### config.mk
export PLATFORM = sky130hd
export DESIGN_NAME = pipelined_controller
export DESIGN_NICKNAME = d
export VERILOG_FILES = /design/src/rtl/pipelined_ctrl_pkg.sv /design/src/rtl/ctrl_decode.sv /design/src/rtl/pipelined_controller.sv
export SDC_FILE = /design/constraint.sdc
export NUM_CORES = 1
export LEC_CHECK = 0
export CORE_ASPECT_RATIO = 2
export CORE_MARGIN = 1
export CORE_UTILIZATION = 41
export CTS_CLUSTER_DIAMETER = 50
export DETAILED_ROUTE_END_ITERATION = 12
export PLACE_DENSITY_LB_ADDON = 0.15
export SLEW_MARGIN = 0
export SYNTH_ARGS = -nofsm -noshare
export SYNTH_HDL_FRONTEND = slang
export SYNTH_HIERARCHICAL = 1
export SYNTH_SLANG_ARGS = --single-unit
### constraint.sdc
create_clock -name clk -period 2.06 [get_ports clk]
set_clock_uncertainty 0.05 [all_clocks]
set_input_delay 0.309 -clock clk [delete_from_list [all_inputs] [get_ports clk]]
set_output_delay 0.309 -clock clk [all_outputs]
set_load 0.05 [all_outputs]
### src/rtl/pipelined_ctrl_pkg.sv
// Shared encodings and pipeline control bundles for the RV32I pipelined control unit.
package pipelined_ctrl_pkg;

  localparam logic [6:0] OP_LOAD   = 7'b0000011;
  localparam logic [6:0] OP_STORE  = 7'b0100011;
  localparam logic [6:0] OP_RTYPE  = 7'b0110011;
  localparam logic [6:0] OP_ITYPE  = 7'b0010011;
  localparam logic [6:0] OP_BRANCH = 7'b1100011;
  localparam logic [6:0] OP_JAL    = 7'b1101111;
  localparam logic [6:0] OP_JALR   = 7'b1100111;
  localparam logic [6:0] OP_LUI    = 7'b0110111;

  typedef enum logic [1:0] {
    ALUOP_ADD   = 2'b00,
    ALUOP_SUB   = 2'b01,
    ALUOP_FUNCT = 2'b10
  } aluop_e;

  // ALU control codes are held at full width internally and truncated at the port.
  localparam int ALUCTRL_MAX_W = 4;
  localparam logic [3:0] ALU_ADD  = 4'd0;
  localparam logic [3:0] ALU_SUB  = 4'd1;
  localparam logic [3:0] ALU_AND  = 4'd2;
  localparam logic [3:0] ALU_OR   = 4'd3;
  localparam logic [3:0] ALU_XOR  = 4'd4;
  localparam logic [3:0] ALU_SLT  = 4'd5;
  localparam logic [3:0] ALU_SLL  = 4'd6;
  localparam logic [3:0] ALU_SLTU = 4'd7;
  localparam logic [3:0] ALU_SRL  = 4'd8;
  localparam logic [3:0] ALU_SRA  = 4'd9;

  localparam logic [2:0] IMM_I = 3'd0;
  localparam logic [2:0] IMM_S = 3'd1;
  localparam logic [2:0] IMM_B = 3'd2;
  localparam logic [2:0] IMM_J = 3'd3;
  localparam logic [2:0] IMM_U = 3'd4;

  localparam logic [1:0] RES_ALU = 2'b00;
  localparam logic [1:0] RES_MEM = 2'b01;
  localparam logic [1:0] RES_PC4 = 2'b10;
  localparam logic [1:0] RES_IMM = 2'b11;

  typedef struct packed {
    logic                     reg_write;
    logic [1:0]               result_src;
    logic                     mem_write;
    logic                     jump;
    logic                     branch;
    logic [ALUCTRL_MAX_W-1:0] alu_ctrl;
    logic                     alu_src;
    logic                     pc_tgt_src;
    logic [2:0]               funct3;
  } e_ctrl_t;

  typedef struct packed {
    logic       reg_write;
    logic [1:0] result_src;
    logic       mem_write;
  } m_ctrl_t;

  typedef struct packed {
    logic       reg_write;
    logic [1:0] result_src;
  } w_ctrl_t;

  // Operations outside the base add/sub/and/or/slt set need the 4-bit ALU.
  function automatic logic alu_needs_wide(input logic [3:0] code);
    return !(code inside {ALU_ADD, ALU_SUB, ALU_AND, ALU_OR, ALU_SLT});
  endfunction

endpackage

### src/rtl/ctrl_decode.sv
// Decode-stage main decoder and ALU decoder (purely combinational).
// Build option BRANCH_FULL_EN: carry funct3 for full branch compare, reject funct3 010/011 on branches.
module ctrl_decode
  import pipelined_ctrl_pkg::*;
#(
  parameter int ALUCTRL_W = 3
) (
  input  logic [6:0] op,
  input  logic [2:0] funct3,
  input  logic       funct7b5,
  output e_ctrl_t    ctrl,
  output logic [2:0] imm_src,
  output logic       illegal
);

  aluop_e     alu_op;
  logic       op_ok;
  logic       wide_bad;
  logic       br_bad;
  logic [3:0] alu_fn;

  // Main decode, ALU decode and illegal-instruction squash.
  always_comb begin
    ctrl    = '0;
    imm_src = IMM_I;
    alu_op  = ALUOP_ADD;
    op_ok   = 1'b1;
    br_bad  = 1'b0;

    case (op)
      OP_LOAD: begin
        ctrl.reg_write  = 1'b1;
        ctrl.result_src = RES_MEM;
        ctrl.alu_src    = 1'b1;
        imm_src         = IMM_I;
      end
      OP_STORE: begin
        ctrl.mem_write = 1'b1;
        ctrl.alu_src   = 1'b1;
        imm_src        = IMM_S;
      end
      OP_RTYPE: begin
        ctrl.reg_write = 1'b1;
        alu_op         = ALUOP_FUNCT;
      end
      OP_ITYPE: begin
        ctrl.reg_write = 1'b1;
        ctrl.alu_src   = 1'b1;
        imm_src        = IMM_I;
        alu_op         = ALUOP_FUNCT;
      end
      OP_BRANCH: begin
        ctrl.branch = 1'b1;
        imm_src     = IMM_B;
        alu_op      = ALUOP_SUB;
      end
      OP_JAL: begin
        ctrl.reg_write  = 1'b1;
        ctrl.result_src = RES_PC4;
        ctrl.jump       = 1'b1;
        imm_src         = IMM_J;
      end
      OP_JALR: begin
        ctrl.reg_write  = 1'b1;
        ctrl.result_src = RES_PC4;
        ctrl.jump       = 1'b1;
        ctrl.alu_src    = 1'b1;
        ctrl.pc_tgt_src = 1'b1;
        imm_src         = IMM_I;
      end
      OP_LUI: begin
        ctrl.reg_write  = 1'b1;
        ctrl.result_src = RES_IMM;
        imm_src         = IMM_U;
      end
      default: op_ok = 1'b0;
    endcase

    // op[5] separates R-type from I-type, so addi with imm bit 30 set stays an add.
    case (funct3)
      3'b000:  alu_fn = (op[5] & funct7b5) ? ALU_SUB : ALU_ADD;
      3'b001:  alu_fn = ALU_SLL;
      3'b010:  alu_fn = ALU_SLT;
      3'b011:  alu_fn = ALU_SLTU;
      3'b100:  alu_fn = ALU_XOR;
      3'b101:  alu_fn = funct7b5 ? ALU_SRA : ALU_SRL;
      3'b110:  alu_fn = ALU_OR;
      default: alu_fn = ALU_AND;
    endcase

    case (alu_op)
      ALUOP_SUB:   ctrl.alu_ctrl = ALU_SUB;
      ALUOP_FUNCT: ctrl.alu_ctrl = alu_fn;
      default:     ctrl.alu_ctrl = ALU_ADD;
    endcase

    wide_bad = (ALUCTRL_W < ALUCTRL_MAX_W) && (alu_op == ALUOP_FUNCT) && alu_needs_wide(alu_fn);

`ifdef BRANCH_FULL_EN
    br_bad      = (op == OP_BRANCH) && ((funct3 == 3'b010) || (funct3 == 3'b011));
    ctrl.funct3 = funct3;
`else
    ctrl.funct3 = 3'b000;
`endif

    illegal = !op_ok || wide_bad || br_bad;
    if (illegal) begin
      ctrl    = '0;
      imm_src = IMM_I;
    end
  end

endmodule

### src/rtl/pipelined_controller.sv
// RV32I five-stage control unit: Decode -> E/M/W control pipeline and Execute redirect.
// Build option BRANCH_FULL_EN: all six branch conditions from N/Z/C/V; otherwise every branch is beq.
module pipelined_controller
  import pipelined_ctrl_pkg::*;
#(
  parameter int ALUCTRL_W = 3,
  parameter int IMMSRC_W  = 3
) (
  input  logic                 clk,
  input  logic                 reset,
  input  logic [6:0]           opD,
  input  logic [2:0]           funct3D,
  input  logic                 funct7b5D,
  input  logic                 StallE,
  input  logic                 FlushE,
  input  logic                 ZeroE,
  input  logic                 NegE,
  input  logic                 CarryE,
  input  logic                 OverflowE,
  output logic [IMMSRC_W-1:0]  ImmSrcD,
  output logic                 IllegalD,
  output logic [ALUCTRL_W-1:0] ALUControlE,
  output logic                 ALUSrcE,
  output logic                 ResultSrcE0,
  output logic                 PCSrcE,
  output logic                 PCTargetSrcE,
  output logic                 MemWriteM,
  output logic                 RegWriteM,
  output logic                 RegWriteW,
  output logic [1:0]           ResultSrcW
);

  e_ctrl_t    dec_ctrl;
  logic [2:0] imm_src_raw;
  e_ctrl_t    e_d, e_q;
  m_ctrl_t    m_d, m_q;
  w_ctrl_t    w_d, w_q;
  logic       taken;
  logic       unused_bits;

  ctrl_decode #(.ALUCTRL_W(ALUCTRL_W)) u_decode (
    .op       (opD),
    .funct3   (funct3D),
    .funct7b5 (funct7b5D),
    .ctrl     (dec_ctrl),
    .imm_src  (imm_src_raw),
    .illegal  (IllegalD)
  );

  assign ImmSrcD = IMMSRC_W'(imm_src_raw);

  // Next-state for the pipeline registers; flush beats stall, M->W always advances.
  always_comb begin
    e_d          = dec_ctrl;
    m_d.reg_write  = e_q.reg_write;
    m_d.result_src = e_q.result_src;
    m_d.mem_write  = e_q.mem_write;
    if (FlushE) begin
      e_d = '0;
    end else if (StallE) begin
      e_d = e_q;
      m_d = '0;
    end
    w_d.reg_write  = m_q.reg_write;
    w_d.result_src = m_q.result_src;
  end

  // Pipeline registers, cleared asynchronously by reset.
  always_ff @(posedge clk or negedge reset) begin
    if (!reset) begin
      e_q <= '0;
      m_q <= '0;
      w_q <= '0;
    end else begin
      e_q <= e_d;
      m_q <= m_d;
      w_q <= w_d;
    end
  end

  // Branch condition and Execute-stage redirect; a bubble has jump=branch=0.
  always_comb begin
`ifdef BRANCH_FULL_EN
    case (e_q.funct3)
      3'b000:  taken = ZeroE;
      3'b001:  taken = !ZeroE;
      3'b100:  taken = NegE ^ OverflowE;
      3'b101:  taken = !(NegE ^ OverflowE);
      3'b110:  taken = !CarryE;
      3'b111:  taken = CarryE;
      default: taken = 1'b0;
    endcase
`else
    taken = ZeroE;
`endif
    PCSrcE = e_q.jump | (e_q.branch & taken);
  end

  assign ALUControlE  = e_q.alu_ctrl[ALUCTRL_W-1:0];
  assign ALUSrcE      = e_q.alu_src;
  assign ResultSrcE0  = e_q.result_src[0];
  assign PCTargetSrcE = e_q.pc_tgt_src;
  assign MemWriteM    = m_q.mem_write;
  assign RegWriteM    = m_q.reg_write;
  assign RegWriteW    = w_q.reg_write;
  assign ResultSrcW   = w_q.result_src;

  // Flags and funct3 are dead in the beq-only build; upper ALU bit is dead at width 3.
  assign unused_bits = ^{NegE, CarryE, OverflowE, e_q.funct3, e_q.alu_ctrl};

endmodule

==> impl_metrics.env <==
export IMPL_place_congestion=0.728
export IMPL_first_global_vias=1104
export IMPL_clock_path_buffers=2
export IMPL_timing_fmax_mhz=493
export IMPL_setup_tns_ps=0
export IMPL_p_int_uw=597
export IMPL_cp_end_kind="output port"
export IMPL_synth_net_count=130
export IMPL_area_growth_syn_to_layout_pct=62.0
export IMPL_critPathBufInv=3
export IMPL_period_needed_ps=2030
export IMPL_crit_path_max_incr_delay_ps=480
export IMPL_fp_row_count=26
export IMPL_arrival_ps=1670
export IMPL_holdCritPathClass="flop to flop"
export IMPL_grt_ovfl_total=0
export IMPL_antenna_cells=0
export IMPL_syn_area_um2=1100
export IMPL_cp_start_kind="input pin"
export IMPL_grt_max_degree=19
export IMPL_clkPwrFrac_pct=36.7
export IMPL_finalPower_uw=774
export IMPL_grt_antenna_before_repair=0
export IMPL_pwr_share_comb_pct=17.4
export IMPL_reg2reg_depth=2
export IMPL_crit_family="compound AO/OA/AOI/OAI gates"
export IMPL_drt_total_wl_um=2740
export IMPL_drt_initial_drc_count=16
export IMPL_final_fill_count=219
export IMPL_avgRoutedWirePerCell_um=14.0
export IMPL_layout_drive_gt1_share_pct=39.3
export IMPL_power_switching_uw=177
export IMPL_die_area_um2=2910
export IMPL_synthCells=109
export IMPL_path_clk_slew_ps=60
export IMPL_ff2ff_setup_slack_ps=1320
export IMPL_finalHoldViolations=0
export IMPL_r2r_start="e_q[13]"
export IMPL_fin_cells=196
export IMPL_die_x_um=38.6
export IMPL_initial_core_util_pct=43.4
export IMPL_relSlewSlack_pct=66.7
export IMPL_cts_root_buf="clkbuf_8"
export IMPL_clk_latency_ps=250
export IMPL_path_max_fanout=4
export IMPL_vdd_drop_max_mv=0.248
export IMPL_grt_first_pass_wirelength_um=4310
export IMPL_status="completed"
export IMPL_slowest_stage="a2111o_1"
export IMPL_vias=1056
export IMPL_yosys_warnings=6
export IMPL_critPathKind="input pin to output port"
export IMPL_detail_route_antenna_nets=0
export IMPL_period_share_pct=98.5
export IMPL_drc=0
export IMPL_finalMaxSlewViolations=0
export IMPL_final_nets=190
export IMPL_core_um2=2540
export IMPL_p_per_area_nw_per_um2=434
export IMPL_hold_buffers=0
export IMPL_crit_path_end="ImmSrcD[0]"
export IMPL_power_frac_seq_pct=45.9
export IMPL_path_depth=6
export IMPL_vias_per_cell=5.39
export IMPL_dp_final_hpwl_um=2220
export IMPL_htreeDepth=1
export IMPL_grt_usage_pct=21.5
export IMPL_dieHeight_um=75.3
export IMPL_p_leak_uw=0.000911
export IMPL_cts_tree="built"
export IMPL_port_buffers=31
export IMPL_ios=35
export IMPL_cts_sinks=18
export IMPL_setup_violations=0
export IMPL_drv_cap=0
export IMPL_critical_path_startpoint="opD[2]"
export IMPL_cts_buffers=3
export IMPL_detail_route_first_pass_iterations=4
export IMPL_rr_endpoint="e_q[13]"
export IMPL_grt_setup_unrepaired="false"
export IMPL_crit_required_ps=1700
export IMPL_switching_share_pct=22.9
export IMPL_crit_path_cell_trace="buf_2 -> buf_6 -> nor2b_1 -> a2111o_1 -> a221oi_4 -> buf_12"
export IMPL_worstMarginPinSlew_ps=498
export IMPL_dp_cells=189
export IMPL_synth_area_per_cell_um2=10.1
power groups by stage:
stage	registers [µW]	logic (µW)	clock network, µW
floorplan	363	45.4	0
global placement	361	128	0
detailed placement	361	131	0
CTS	355	136	292
global route	355	144	312
finish	355	135	284
registers in the layout, summed over array words and instances, names as in the netlist:
| name | count |
|---|---|
| ALUControlE | 3 |
| MemWriteM | 1 |
| m_q | 2 |
| ResultSrcE0 | 1 |
| ResultSrcW | 2 |
| PCTargetSrcE | 1 |
| RegWriteM | 1 |
| ALUSrcE | 1 |
| RegWriteW | 1 |
| e_q | 5 |
per-stage QoR:
step           setup WS [ps]  area, µm²  hold WS, ps  utilization [%]
2_1_floorplan           -147       1120        -36.6                -
3_3_place_gp            -379       1680          287             66.1
3_5_place_dp            -403       1680          287             66.1
4_1_cts                 4.30       1800          302             70.8
5_1_grt                 5.03       1780          310             70.3
6_report                30.0       1780          299             70.3
placed cells by master, fill, tap and decap left out, drive strengths merged, types with 2 or more instances in the layout:
cell / instances
a211oi: 6
and3: 4
dfrtp: 18
a21o: 2
mux2i: 11
ha: 2
clkbuf: 6
a221oi: 4
and4bb: 2
nor2: 14
nand3: 3
buf: 42
inv: 5
and2: 4
nand2: 7
nand3b: 2
nand2b: 2
clkdlybuf4s50: 19
worst register-to-register path, delay by kind of cell (launching register included):
family | cells | cell delay, ps
mux | 1 | 160
flops | 1 | 380
simple gates | 1 | 50
per-layer routing:
metal | GRT usage [%] | vias to the layer above | part of all wire, %
li1 | - | 506 | -
met1 | 15.9 | 516 | 32
met2 | 44.6 | 27 | 63
met3 | 1.47 | 7 | 2.3
met4 | 15.3 | 0 | 3.2
met5 | 0 | - | 0
repair_timing:
action                                 in CTS  in global routing
pin swaps                                   7                  3
endpoints found under the hold margin       0                  0
buffers inserted                            3                  0
setup endpoints to repair                  12                  4
resized for setup                          35                  4
how the worst min path moves through the flow:
stage                start              to  cells past startpoint
global route        m_q[1]   ResultSrcW[0]                      0
floorplan            reset  ALUControlE[0]                      0
CTS                 m_q[1]   ResultSrcW[0]                      0
detailed placement  m_q[1]   ResultSrcW[0]                      0
global placement    m_q[1]   ResultSrcW[0]                      0
finish              m_q[1]   ResultSrcW[0]                      0
layout make-up:
class	instances	area, µm²	share of cell area [%]
tap	28	35.0	1.96
timing repair buffer	63	584	32.7
clock buffer	4	55.1	3.09
inverter	5	18.8	1.05
sequential	18	450	25.2
multi-input combinational	78	641	35.9
(Power assumes the default switching activity.)
